**src/rtl/mem_access.sv**
```systemverilog
// mem_access: MEM pipeline stage. RV32I loads/stores over a byte-serial
// synchronous RAM (one-cycle read latency), stalling the pipe meanwhile.
// Ports: clk_in, rst_in (sync, active-low), rdy_in (low = pause).
//   ex_mem side : rd_we_in, rd_addr_in, rd_val_in, mem_re_in, mem_we_in,
//                 funct3_in, mem_addr_in, store_data_in
//   RAM side    : mem_din (byte for address issued last active cycle),
//                 mem_a_out, mem_wr_out, mem_dout
//   mem_wb side : rd_we_out, rd_addr_out, rd_val_out
//   control     : stall_req_out
module mem_access #(
   parameter int XLEN   = 32,
   parameter int ADDR_W = 32
) (
   input  logic              clk_in,
   input  logic              rst_in,
   input  logic              rdy_in,
   input  logic              rd_we_in,
   input  logic [4:0]        rd_addr_in,
   input  logic [XLEN-1:0]   rd_val_in,
   input  logic              mem_re_in,
   input  logic              mem_we_in,
   input  logic [2:0]        funct3_in,
   input  logic [ADDR_W-1:0] mem_addr_in,
   input  logic [XLEN-1:0]   store_data_in,
   input  logic [7:0]        mem_din,
   output logic [ADDR_W-1:0] mem_a_out,
   output logic              mem_wr_out,
   output logic [7:0]        mem_dout,
   output logic              rd_we_out,
   output logic [4:0]        rd_addr_out,
   output logic [XLEN-1:0]   rd_val_out,
   output logic              stall_req_out
);

   typedef enum logic [1:0] {IDLE, LOAD, STORE, DONE} state_t;

   state_t            state, state_nx;
   logic [1:0]        cnt, cnt_nx;
   logic [1:0]        k;
   logic [31:0]       asm_q, asm_nx;
   logic [ADDR_W-1:0] a_q, a_nx;
   logic [7:0]        d_q, d_nx;

   logic [1:0]      last;
   logic            size_ok;
   logic            is_ld, is_st, mem_op;
   logic            issue, wr, busy, go;
   logic            we_o;
   logic [XLEN-1:0] val_o, ld_val;

   // last = N-1, the index of the final byte of the access
   always_comb begin
      last    = 2'd0;
      size_ok = 1'b1;
      unique case (funct3_in)
         3'b000, 3'b100: last = 2'd0;
         3'b001, 3'b101: last = 2'd1;
         3'b010:         last = 2'd3;
         default:        size_ok = 1'b0;
      endcase
   end

   // a load wins when both strobes are set
   assign is_ld  = mem_re_in & size_ok;
   assign is_st  = mem_we_in & ~mem_re_in & size_ok;
   assign mem_op = is_ld | is_st;

   always_comb begin
      unique case (funct3_in)
         3'b000:  ld_val = {{(XLEN-8){asm_q[7]}}, asm_q[7:0]};
         3'b001:  ld_val = {{(XLEN-16){asm_q[15]}}, asm_q[15:0]};
         3'b100:  ld_val = {{(XLEN-8){1'b0}}, asm_q[7:0]};
         3'b101:  ld_val = {{(XLEN-16){1'b0}}, asm_q[15:0]};
         default: ld_val = XLEN'(asm_q);
      endcase
   end

   always_comb begin
      state_nx = state;
      cnt_nx   = cnt;
      asm_nx   = asm_q;
      a_nx     = a_q;
      d_nx     = d_q;
      k        = 2'd0;
      issue    = 1'b0;
      wr       = 1'b0;
      busy     = 1'b0;
      // any memory strobe (even an invalid size) kills the writeback
      we_o     = rd_we_in & ~(mem_re_in | mem_we_in);
      val_o    = rd_val_in;
      unique case (state)
         IDLE: begin
            if (is_ld) begin
               issue    = 1'b1;
               busy     = 1'b1;
               a_nx     = mem_addr_in;
               cnt_nx   = 2'd0;
               state_nx = LOAD;
            end else if (is_st) begin
               issue    = 1'b1;
               wr       = 1'b1;
               busy     = 1'b1;
               a_nx     = mem_addr_in;
               d_nx     = store_data_in[7:0];
               cnt_nx   = 2'd0;
               state_nx = (last == 2'd0) ? DONE : STORE;
            end
         end
         LOAD: begin
            busy = 1'b1;
            we_o = 1'b0;
            asm_nx[{cnt, 3'b000} +: 8] = mem_din;
            if (cnt < last) begin
               k      = cnt + 2'd1;
               issue  = 1'b1;
               a_nx   = mem_addr_in + ADDR_W'(k);
               cnt_nx = k;
            end else begin
               state_nx = DONE;
            end
         end
         STORE: begin
            busy   = 1'b1;
            we_o   = 1'b0;
            k      = cnt + 2'd1;
            issue  = 1'b1;
            wr     = 1'b1;
            a_nx   = mem_addr_in + ADDR_W'(k);
            d_nx   = 8'(store_data_in >> {k, 3'b000});
            cnt_nx = k;
            if (k == last) state_nx = DONE;
         end
         DONE: begin
            we_o     = is_ld & rd_we_in;
            val_o    = is_ld ? ld_val : rd_val_in;
            cnt_nx   = 2'd0;
            state_nx = IDLE;
         end
         default: state_nx = IDLE;
      endcase
   end

   always_ff @(posedge clk_in) begin
      if (!rst_in) begin
         state <= IDLE;
         cnt   <= 2'd0;
         asm_q <= '0;
         a_q   <= '0;
         d_q   <= '0;
      end else if (rdy_in) begin
         state <= state_nx;
         cnt   <= cnt_nx;
         asm_q <= asm_nx;
         a_q   <= a_nx;
         d_q   <= d_nx;
      end
   end

   // the address/data being issued this cycle is presented directly so the
   // RAM samples it at this edge; otherwise the last issued one is held
   assign go         = rst_in & rdy_in;
   assign mem_a_out  = (go & issue) ? a_nx : a_q;
   assign mem_dout   = (go & issue) ? d_nx : d_q;
   assign mem_wr_out = go & wr;

   assign stall_req_out = rst_in &
      (rdy_in ? busy : (mem_op | (state != IDLE)));

   assign rd_we_out   = rst_in & we_o;
   assign rd_addr_out = rst_in ? rd_addr_in : 5'd0;
   assign rd_val_out  = rst_in ? val_o : '0;

endmodule

```
**config.mk**
```make
export PLATFORM = sky130hd
export DESIGN_NAME = mem_access
export DESIGN_NICKNAME = d
export VERILOG_FILES = /design/src/rtl/mem_access.sv
export SDC_FILE = /design/constraint.sdc
export NUM_CORES = 1
export LEC_CHECK = 0
export BUFFER_PORTS_ARGS = -buffer_cell sky130_fd_sc_hd__buf_2
export CAP_MARGIN = 20
export CORE_ASPECT_RATIO = 0.75
export CORE_MARGIN = 2
export CORE_UTILIZATION = 51
export CTS_BUF_LIST = sky130_fd_sc_hd__clkbuf_8 sky130_fd_sc_hd__clkbuf_16
export CTS_CLUSTER_SIZE = 30
export DETAILED_ROUTE_END_ITERATION = 8
export PLACE_DENSITY_LB_ADDON = 0.12
export SYNTH_ARGS = -nofsm -noshare
export SYNTH_HDL_FRONTEND = slang
export SYNTH_SLANG_ARGS = --single-unit
export TNS_END_PERCENT = 20
```
**constraint.sdc**
```tcl
create_clock -name clk_in -period 4.7 [get_ports clk_in]
set_input_delay 1.175 -clock clk_in [delete_from_list [all_inputs] [get_ports clk_in]]
set_output_delay 1.175 -clock clk_in [all_outputs]
set_load 0.02 [all_outputs]
```
==> metrics.txt, run 1 <==
status=finished, final reports clean; cell row count=33; R2R depth=11; HP Class=reg2reg; vias in the first global route=6304; die extent in x=125 µm; Routed WL=20.5 mm; GP Congestion=0.973; GRT Util Overall=33.3%; Pre-antenna DRT Iters=6; Post-Synth Simple-Gate Area=22.8%; max frequency=219 MHz; initial antenna violation count=0; crit end category=primary output; ANT nets after route=0; post-synthesis adder-cell area fraction=3.28%; Yosys cell types=69; post-synthesis sequential area ratio=27.3%; Power per Cell Area=364 nW/µm²; Initial Util=51.7%; CTS root buffer=clkbuf_16; Pins Over Slew Limit=0; PortBufs=197; largest net degree at the start of global routing=72; clock latency on the worst-skew pair=340 ps; WHS Path Cells=2; Synth top area share=27.3%; Hold Buf Count CTS=0; Worst VDD drop=0.000266 V; number of synthesized flops with an enable pin=0; multi-input logic area=3860 µm²; Worst slew margin=37.5%; Routed wire per std cell=18.7 µm; Diodes inserted=0; Worst Max-Slew Pin Slew=938 ps; yosys warns=0; Synth area leaders=dfxtp_1 27%, o21ai_0 8.9%, a21oi_1 5.5%, nand2_1 5.5%, nor2_1 4.9%; P&R area growth vs syn=34.0%; vias per inst=6.38; Critical Path RT=3520 ps; remaining routing DRC violations=0; die height=94.5 µm; initial DRC count=763; CTS tree=yes; arrival time worst endpoint=3390 ps; Tmin final=4560 ps; register bit total from synthesis=76; async set-reset flop share out of synthesis=0%; largest family of logic cells by synthesized area=compound AO/OA/AOI/OAI gates; unrepaired setup endpoints after global routing=no; H-tree depth=3; nets=1087; HPWL after DPL=15.0 mm; most area-hungry cell type in the Yosys netlist=dfxtp_1; RR Startpoint=cnt[1]; die area=11800 µm²; core footprint=10800 µm²; min-delay src=a_q[26]; CTS max path bufs=2; setup TNS=0 ps; placed cell count=1083; Final period util=97.1%; maxcap violations=0; via count=7010; syn nets=885; top_reg_cell synth=dfxtp_1; share of cells above drive strength 1=32.8%; Endpoint, Worst Hold=a_q[26]; sequential cell area=1520 µm²; Setup violations, final=0; worst r2r dst=a_q[15]; worst hold margin=463 ps; total power=0.00272 W; Final Non-Filler Cells=1099; synthesized instance count=753; Synth Area in Compound Gates=35.6%; first-pass GRT wire length=31.9 mm; Post-Syn Area=5570 µm²; Hold Fails Final Rpt=0; Clock Skew=7.84 ps; most common cell after layout, fill and taps aside=buf_2; multiplexer area fraction after synthesis=4.18%; R2R setup slack=1780 ps; remaining global-route overflow=0; Avg Cell Area, Syn=7.40 µm²; CTS Sinks=76; Fill cells=932; XOR/XNOR Fraction of Synth Area=0.629%; Setup Crit Path Kind=in2out; CTS buffer count=9; clk slew on worst S/H paths=60 ps; crit start category=primary input; num ports=198; Leak Pwr=3.18 nW; CP max FO=7; most frequent cells in the layout=197 x buf_2, 96 x o21ai_0, 79 x nand2_1
-- power breakdown --
| part | total, W | switching (W) | internal (W) |
|---|---|---|---|
| Sequential | 0.000733 | 0.0000385 | 0.000694 |
| Combinational | 0.00112 | 0.000678 | 0.000443 |
| Clock | 0.000864 | 0.000292 | 0.000572 |
| Total | 0.00272 | 0.00101 | 0.00171 |
-- how the worst max path moves through the flow --
| stage | endpoint | depth (start not counted) | from | slack, ps |
|---|---|---|---|---|
| final | mem_a_out[22] | 12 | mem_addr_in[0] | 140 |
| after global routing | mem_a_out[22] | 12 | mem_addr_in[0] | 30 |
| after CTS | mem_a_out[22] | 11 | funct3_in[2] | -40 |
| after detailed placement | mem_a_out[30] | 12 | funct3_in[2] | -70 |
| after global placement | mem_a_out[16] | 10 | funct3_in[2] | 7 |
| after floorplan | mem_a_out[19] | 10 | funct3_in[2] | 140 |
-- worst max-delay path: stages --
cell     delay [ps]
buf_2           110
ha_1            160
inv_1            50
fa_1            390
nor2b_1         130
buf_4           170
and4_4          240
buf_4           130
nand3_1          70
or4_1           430
nand3_1         140
buf_2           180
-- logic make-up after synthesis --
family | Yosys count
flip-flops | 76
XOR/XNOR | 4
AO/OA/AOI/OAI | 308
adder cells (fa/ha/maj) | 14
AND/OR/NAND/NOR | 259
multiplexers | 13
buffers and inverters | 79
-- area by class of cell --
type | instances | area share [%]
multi-input combinational | 598 | 51.7
clock inverter | 6 | 1.84
sequential | 76 | 20.4
tap | 140 | 2.35
inverter | 16 | 0.805
timing repair buffer | 254 | 19.9
clock buffer | 9 | 3.02
-- metrics by stage --
step	utilization [%]	area [µm²]	setup WS, ps
after floorplan	-	5570	139
after global placement	64.2	6920	6.91
after detailed placement	64.2	6920	-70.1
after CTS	67.8	7310	-42.6
after global routing	69.2	7460	32.1
final	69.2	7460	137
-- repair_timing --
| item | in CTS | in global routing |
|---|---|---|
| buffers inserted | 0 | 1 |
| gates resized for setup | 4 | 32 |
| pin swaps | 0 | 1 |
| endpoints found under the setup margin | 6 | 40 |
-- routing by layer --
metal | GRT usage (%) | part of all wire [%]
met3 | 8.44 | 10
met1 | 46.7 | 45
met5 | 0 | 0
met2 | 51.5 | 44
met4 | 7.96 | 1.4
-- flip-flops by register name, indices dropped and copies added (netlist names) --
register / cells
a_q: 32
state: 2
asm_q: 32
cnt: 2
d_q: 8
-- Yosys cell counts, types with 13 or more instances --
library cell / instances
clkbuf_1: 37
nor2_1: 72
ha_1: 13
a22oi_1: 35
nor3_1: 16
nand3_1: 25
a221oi_1: 19
nand2_1: 81
buf_2: 19
a21oi_1: 61
o21ai_0: 99
dfxtp_1: 76
inv_1: 15
a31oi_1: 21
No activity file was read; power rests on OpenSTA's default activity.
==> run 2, diff against run 1 <==
Settings changed: CORE_ASPECT_RATIO 0.75 to default.
==> run 2 against run 1 <==
Effect of this change:
- first-iteration DRC count decreased by 10%
- clock power decreased by 34%
- largest cell class unchanged
- setup slack got worse by 60 ps
- via count decreased by 1.1%
- flip-flop and latch count unchanged
- die area about the same
- worst hold slack got worse by 4.1 ps
- sequential share of layout area increased by 0.91 points
- register-to-register slack improved by 30 ps
- critical endpoint is now mem_a_out[26]
- non-clock buffer count decreased by 15
- highest routed layer unchanged
- fmax decreased by 1.3%
- critical path depth unchanged
==> metrics.txt, run 2 (synthesis results as in run 1) <==
CTS root buffer=clkbuf_8; clock latency on the worst-skew pair=380 ps (+40 ps); Top delay family on crit path=compound AO/OA/AOI/OAI gates; Setup violations, final=0 (unchanged); Pre-antenna DRT Iters=6 (unchanged); most frequent cells in the layout=195 x buf_2, 97 x o21ai_0, 80 x nand2_1; initial DRC count=685 (-10%); total power=0.00235 W (-13%); initial antenna violation count=0 (unchanged); status=finished, final reports clean; CTS buffer count=9 (unchanged); vias per inst=6.39 (+0.16%); core footprint=10700 µm² (-0.29%); HP Class=reg2reg; Diodes inserted=0 (unchanged); Tmin final=4620 ps (+59.8 ps); CP max FO=5 (-2); Top Registers=a_q: 32 flops, asm_q: 32 flops, d_q: 8 flops; crit start category=primary input; maxcap violations=0 (unchanged); WP buf/inv=5 (unchanged); Clock Skew=7.92 ps (+0.0800 ps); Hold Fails Final Rpt=0 (unchanged); HPWL after DPL=14.5 mm (-3.6%); largest net degree at the start of global routing=72 (unchanged); slowest cell on the critical path=o311ai_1; Max stage delay on crit path=460 ps (+30 ps); die height=108 µm (+15%); Routed WL=20.2 mm (-1.5%); Fill cells=949 (+1.8%); sequential cell area=1520 µm² (unchanged); worst hold margin=459 ps (-4.05 ps); Worst slew margin=42.8% (+5.4 points); CTS Sinks=76 (unchanged); Final Util=66.5% (-2.8 points); Initial Util=51.8% (+0.15 points); Finished Cell Area=7140 µm² (-4.3%); P&R area growth vs syn=28.3%; remaining global-route overflow=0 (unchanged); unrepaired setup endpoints after global routing=yes; Setup Crit Path Kind=in2out; cell row count=38 (+15%); Power per Cell Area=330 nW/µm² (-9.5%); num ports=198 (unchanged); CTS tree=yes; max frequency=216 MHz (-1.3%); crit end category=primary output; CTS max path bufs=2 (unchanged); remaining routing DRC violations=0 (unchanged); PortBufs=197 (unchanged); first-pass GRT wire length=30.9 mm (-3.0%); Worst VDD drop=0.000250 V (-5.7%); Critical Path RT=3520 ps (about the same); Worst Max-Slew Pin Slew=857 ps (-80.5 ps); via count=6932 (-1.1%); ANT nets after route=0 (unchanged); Leak Pwr=3.02 nW (-4.9%); placed cell area=6800 µm² (-1.6%); CP cell instances=buf_2 > ha_1 > inv_1 > fa_1 > nor2b_1 > buf_4 > buf_4 > nand4_1 > o311ai_1 > nand3_1 > a22o_1 > buf_2; multi-input logic area=3810 µm² (-1.4%); vias in the first global route=6328 (+0.38%); nets=1072 (-1.4%); clk slew on worst S/H paths=100 ps (+40 ps); most common cell after layout, fill and taps aside=buf_2; GP Congestion=0.973 (about the same); share of cells above drive strength 1=31.2% (-1.6 points); Hold Buf Count CTS=0 (unchanged); GRT Util Overall=33.4% (+0.13 points); arrival time worst endpoint=3450 ps (+60 ps); die area=11800 µm² (about the same); Routed wire per std cell=18.6 µm (-0.19%); Final period util=98.4% (+1.3 points); die extent in x=108 µm (-13%); H-tree depth=3 (unchanged); Pins Over Slew Limit=0 (unchanged)
-- run 2: cell types whose count changed in the layout (fill, tap and decap cells not counted), sizes merged --
| cell | delta |
|---|---|
| buf | -15 |
| bufinv | -3 |
| inv | +3 |
| clkinv | +1 |
-- run 2: timing repair --
item | CTS | global route
gates resized for setup | 1 | 21
pin swaps | 1 | 3
setup buffers | 1 | 0
setup endpoints to repair | 3 | 29
-- run 2: worst reg2reg max path, delay by kind of cell, from the launching register on --
family | cells | cell delay [ps]
adders and majority gates | 2 | 770
AOI/OAI and AO/OA | 3 | 730
buffers and inverters | 4 | 510
DFF | 1 | 450
and+or+nand+nor | 2 | 290
-- run 2: routing by layer --
metal | up-vias | global-route usage (%) | routed length, µm
met3 | 45 | 5.18 | 1470
met5 | - | 0 | 0
li1 | 3234 | - | -
met4 | 0 | 15.5 | 649
met2 | 342 | 56.6 | 9940
met1 | 3311 | 41.6 | 8140
-- run 2: worst paths after layout --
check / startpoint / slack [ps] / depth (start not counted) / end
worst max register to register: cnt[1] / 1810 / 11 / a_q[26]
worst min register to register: a_q[26] / 460 / 2 / a_q[26]
worst min-delay path: a_q[26] / 460 / 2 / a_q[26]
worst max-delay path: mem_addr_in[0] / 80 / 12 / mem_a_out[26]
-- run 2: where the power goes --
part | switching (W) | total [W] | internal (W)
logic | 0.000646 | 0.00105 | 0.000407
registers | 0.0000373 | 0.000731 | 0.000694
clock network | 0.000310 | 0.000571 | 0.000261
-- run 2: cell type report --
class / count / area share (%)
Clock inverter: 7 / 1.33
Clock buffer: 9 / 1.73
Sequential cell: 76 / 21.3
Timing Repair Buffer: 239 / 19.0
Inverter: 16 / 0.841
Multi-Input combinational cell: 598 / 53.3
Tap cell: 140 / 2.45
-- run 2: stage by stage --
step | TNS (ps) | setup slack (ps) | std cells
floorplan | 0 | 139 | 753
finish | 0 | 77.2 | 1085
global placement | 0 | 64.1 | 1068
detailed placement | -29.1 | -23.8 | 1068
CTS | 0 | 1.36 | 1085
global route | -33.7 | -33.3 | 1085
==> run 3, diff against run 2 <==
Settings changed: BUFFER_PORTS_ARGS -buffer_cell sky130_fd_sc_hd__buf_2 to default, CORE_UTILIZATION 51 to 58, DONT_BUFFER_PORTS from default to 1.
==> run 3 against run 2 <==
Effect of this change:
- the run now ends with design-rule violations left
- cell count is 16% lower
- non-clock buffer count fell by 164
- routed wire length shrank 10%
- combinational power down 11%
- clock skew grew 5.3 ps
- critical path depth fell by 4
- die area decreased by 12%
- largest cell class unchanged
- critical endpoint is now mem_a_out[22]
- clock power is 1% lower
- highest routed layer unchanged
- setup slack improved by 55 ps
- sequential share of layout area increased by 2.8 points
- via count is 9.1% lower
- first-iteration DRC count fell by 21%
==> metrics.txt, run 3 (synthesis results as in run 1) <==
WP buf/inv=0 (-5); initial antenna violation count=0 (unchanged); Critical Path Start=funct3_in[2]; Routed WL=18.1 mm (-10%); CTS tree=yes; first-pass GRT wire length=28.2 mm (-8.9%); Pins Over Slew Limit=0 (unchanged); Leak Pwr=2.33 nW (-23%); maxcap violations=0 (unchanged); PortBufs=0 (-100%); Hold Fails Final Rpt=0 (unchanged); Fill cells=820 (-14%); unrepaired setup endpoints after global routing=no; ANT nets after route=0 (unchanged); HPWL after DPL=12.9 mm (-11%); crit end category=primary output; Final Non-Filler Cells=910 (-16%); HP Class=reg2reg; failing checks=design-rule violations; Setup violations, final=0 (unchanged); RR Startpoint=cnt[1]; die area=10400 µm² (-12%); CTS Sinks=76 (unchanged); setup TNS=0 ps (unchanged); remaining routing DRC violations=2 (+2); WP depth=8 (-4); Clock Skew=13.2 ps (+5.30 ps); P&R area growth vs syn=13.4%; Worst VDD drop=0.000178 V (-29%); initial DRC count=540 (-21%); Top Registers=a_q: 32 flops, asm_q: 32 flops, d_q: 8 flops; CTS max path bufs=2 (unchanged); die height=102 µm (-6.0%); CP max FO=5 (unchanged); Worst slew margin=43.9% (+1.0 points); Power per Cell Area=353 nW/µm² (+7.0%); clk slew on worst S/H paths=90 ps (about the same); CP endpoint=mem_a_out[22]; Critical Path RT=3520 ps (about the same); num ports=198 (unchanged); Final Util=68.0% (+1.6 points); slowest cell on the critical path=or4_1; setup bufs post-CTS=0 (-1); status=complete, but fails checks; share of cells above drive strength 1=15.9% (-15 points); Final period util=97.2% (-1.2 points); Tmin final=4570 ps (-55.3 ps); CP cell instances=or3b_2 > o21ai_0 > ha_1 > nand2b_1 > a221o_1 > nand2_1 > or4_1 > nand3_1; R2R depth=9 (-2); vias per inst=6.92 (+8.3%); crit start category=primary input; arrival time worst endpoint=3390 ps (-60 ps); Worst Max-Slew Pin Slew=840 ps (-17.9 ps); Initial Util=60.0% (+8.2 points); worst r2r dst=a_q[20]; CTS buffer count=9 (unchanged); Setup Crit Path Kind=in2out; WHS Path Cells=2 (unchanged); vias in the first global route=5703 (-9.9%); R2R setup slack=1810 ps (about the same); core footprint=9280 µm² (-14%); nets=908 (-15%); clock latency on the worst-skew pair=380 ps (about the same); most frequent cells in the layout=97 x o21ai_0, 81 x nand2_1, 76 x dfxtp_1; Max stage delay on crit path=550 ps (+90 ps); Top delay family on crit path=simple AND/OR/NAND/NOR gates; Diodes inserted=0 (unchanged); max frequency=219 MHz (+1.2%); Pre-antenna DRT Iters=8 (+2); Hold Buf Count CTS=0 (unchanged); CTS root buffer=clkbuf_8; total power=0.00223 W (-5.4%); H-tree depth=3 (unchanged); most common cell after layout, fill and taps aside=o21ai_0; post-cts gate resize count=0 (-1); GRT Util Overall=33.7% (+0.29 points); remaining global-route overflow=0 (unchanged); cell row count=35 (-7.9%); GP Congestion=1.03 (+5.8%); placed cell count=894 (-16%); largest net degree at the start of global routing=72 (unchanged); die extent in x=102 µm (-6.0%); via count=6298 (-9.1%); Routed wire per std cell=19.9 µm (+7.0%)
==> run 3: layout make-up <==
| cell class | instances | area, µm² | area share, % |
|---|---|---|---|
| clock inverters | 7 | 95.1 | 1.51 |
| inverters | 16 | 60.1 | 0.951 |
| clock buffers | 9 | 124 | 1.96 |
| well taps | 129 | 161 | 2.56 |
| repair buffers | 75 | 604 | 9.57 |
| multi-input cells | 598 | 3750 | 59.4 |
| flip-flops and latches | 76 | 1520 | 24.1 |
==> run 3: metal layers <==
metal | vias to the layer above | routed length [µm] | track usage, % | share of wire [%]
li1 | 2909 | - | - | -
met1 | 2958 | 6760 | 41.5 | 37
met2 | 386 | 8950 | 56.3 | 49
met3 | 45 | 1890 | 7.73 | 10
met4 | 0 | 527 | 15.2 | 2.9
met5 | - | 0 | 0 | 0
==> run 3: stage by stage <==
stage	setup WS, ps	hold WS, ps	cell area, µm²
6_report	133	468	6320
4_1_cts	63.8	466	6270
3_5_place_dp	60.6	453	6050
3_3_place_gp	168	441	6050
2_1_floorplan	139	432	5570
5_1_grt	6.39	508	6320
==> run 3: how the worst min path moves through the flow <==
stage	from	endpoint	slack, ps
CTS	a_q[26]	a_q[26]	470
detailed placement	a_q[26]	a_q[26]	450
floorplan	a_q[26]	a_q[26]	430
global placement	a_q[26]	a_q[26]	440
global route	a_q[26]	a_q[26]	510
finish	a_q[26]	a_q[26]	470
==> run 3: power breakdown <==
part,internal [W],total [W],leakage [nW],switching (W)
clock,0.000261,0.000564,0.111,0.000303
sequential,0.000694,0.000729,0.620,0.0000357
combinational,0.000365,0.000933,1.60,0.000568
total,0.00132,0.00223,2.33,0.000907
==> run 3: worst register-to-register path, cell delays in order (launching register included) <==
cell and delay, ps:
dfxtp_1 400, inv_1 120, ha_1 310, inv_1 100
fa_1 450, nor2b_1 340, nand4_1 330, nor4_1 390
nor2b_1 150, a41oi_1 240
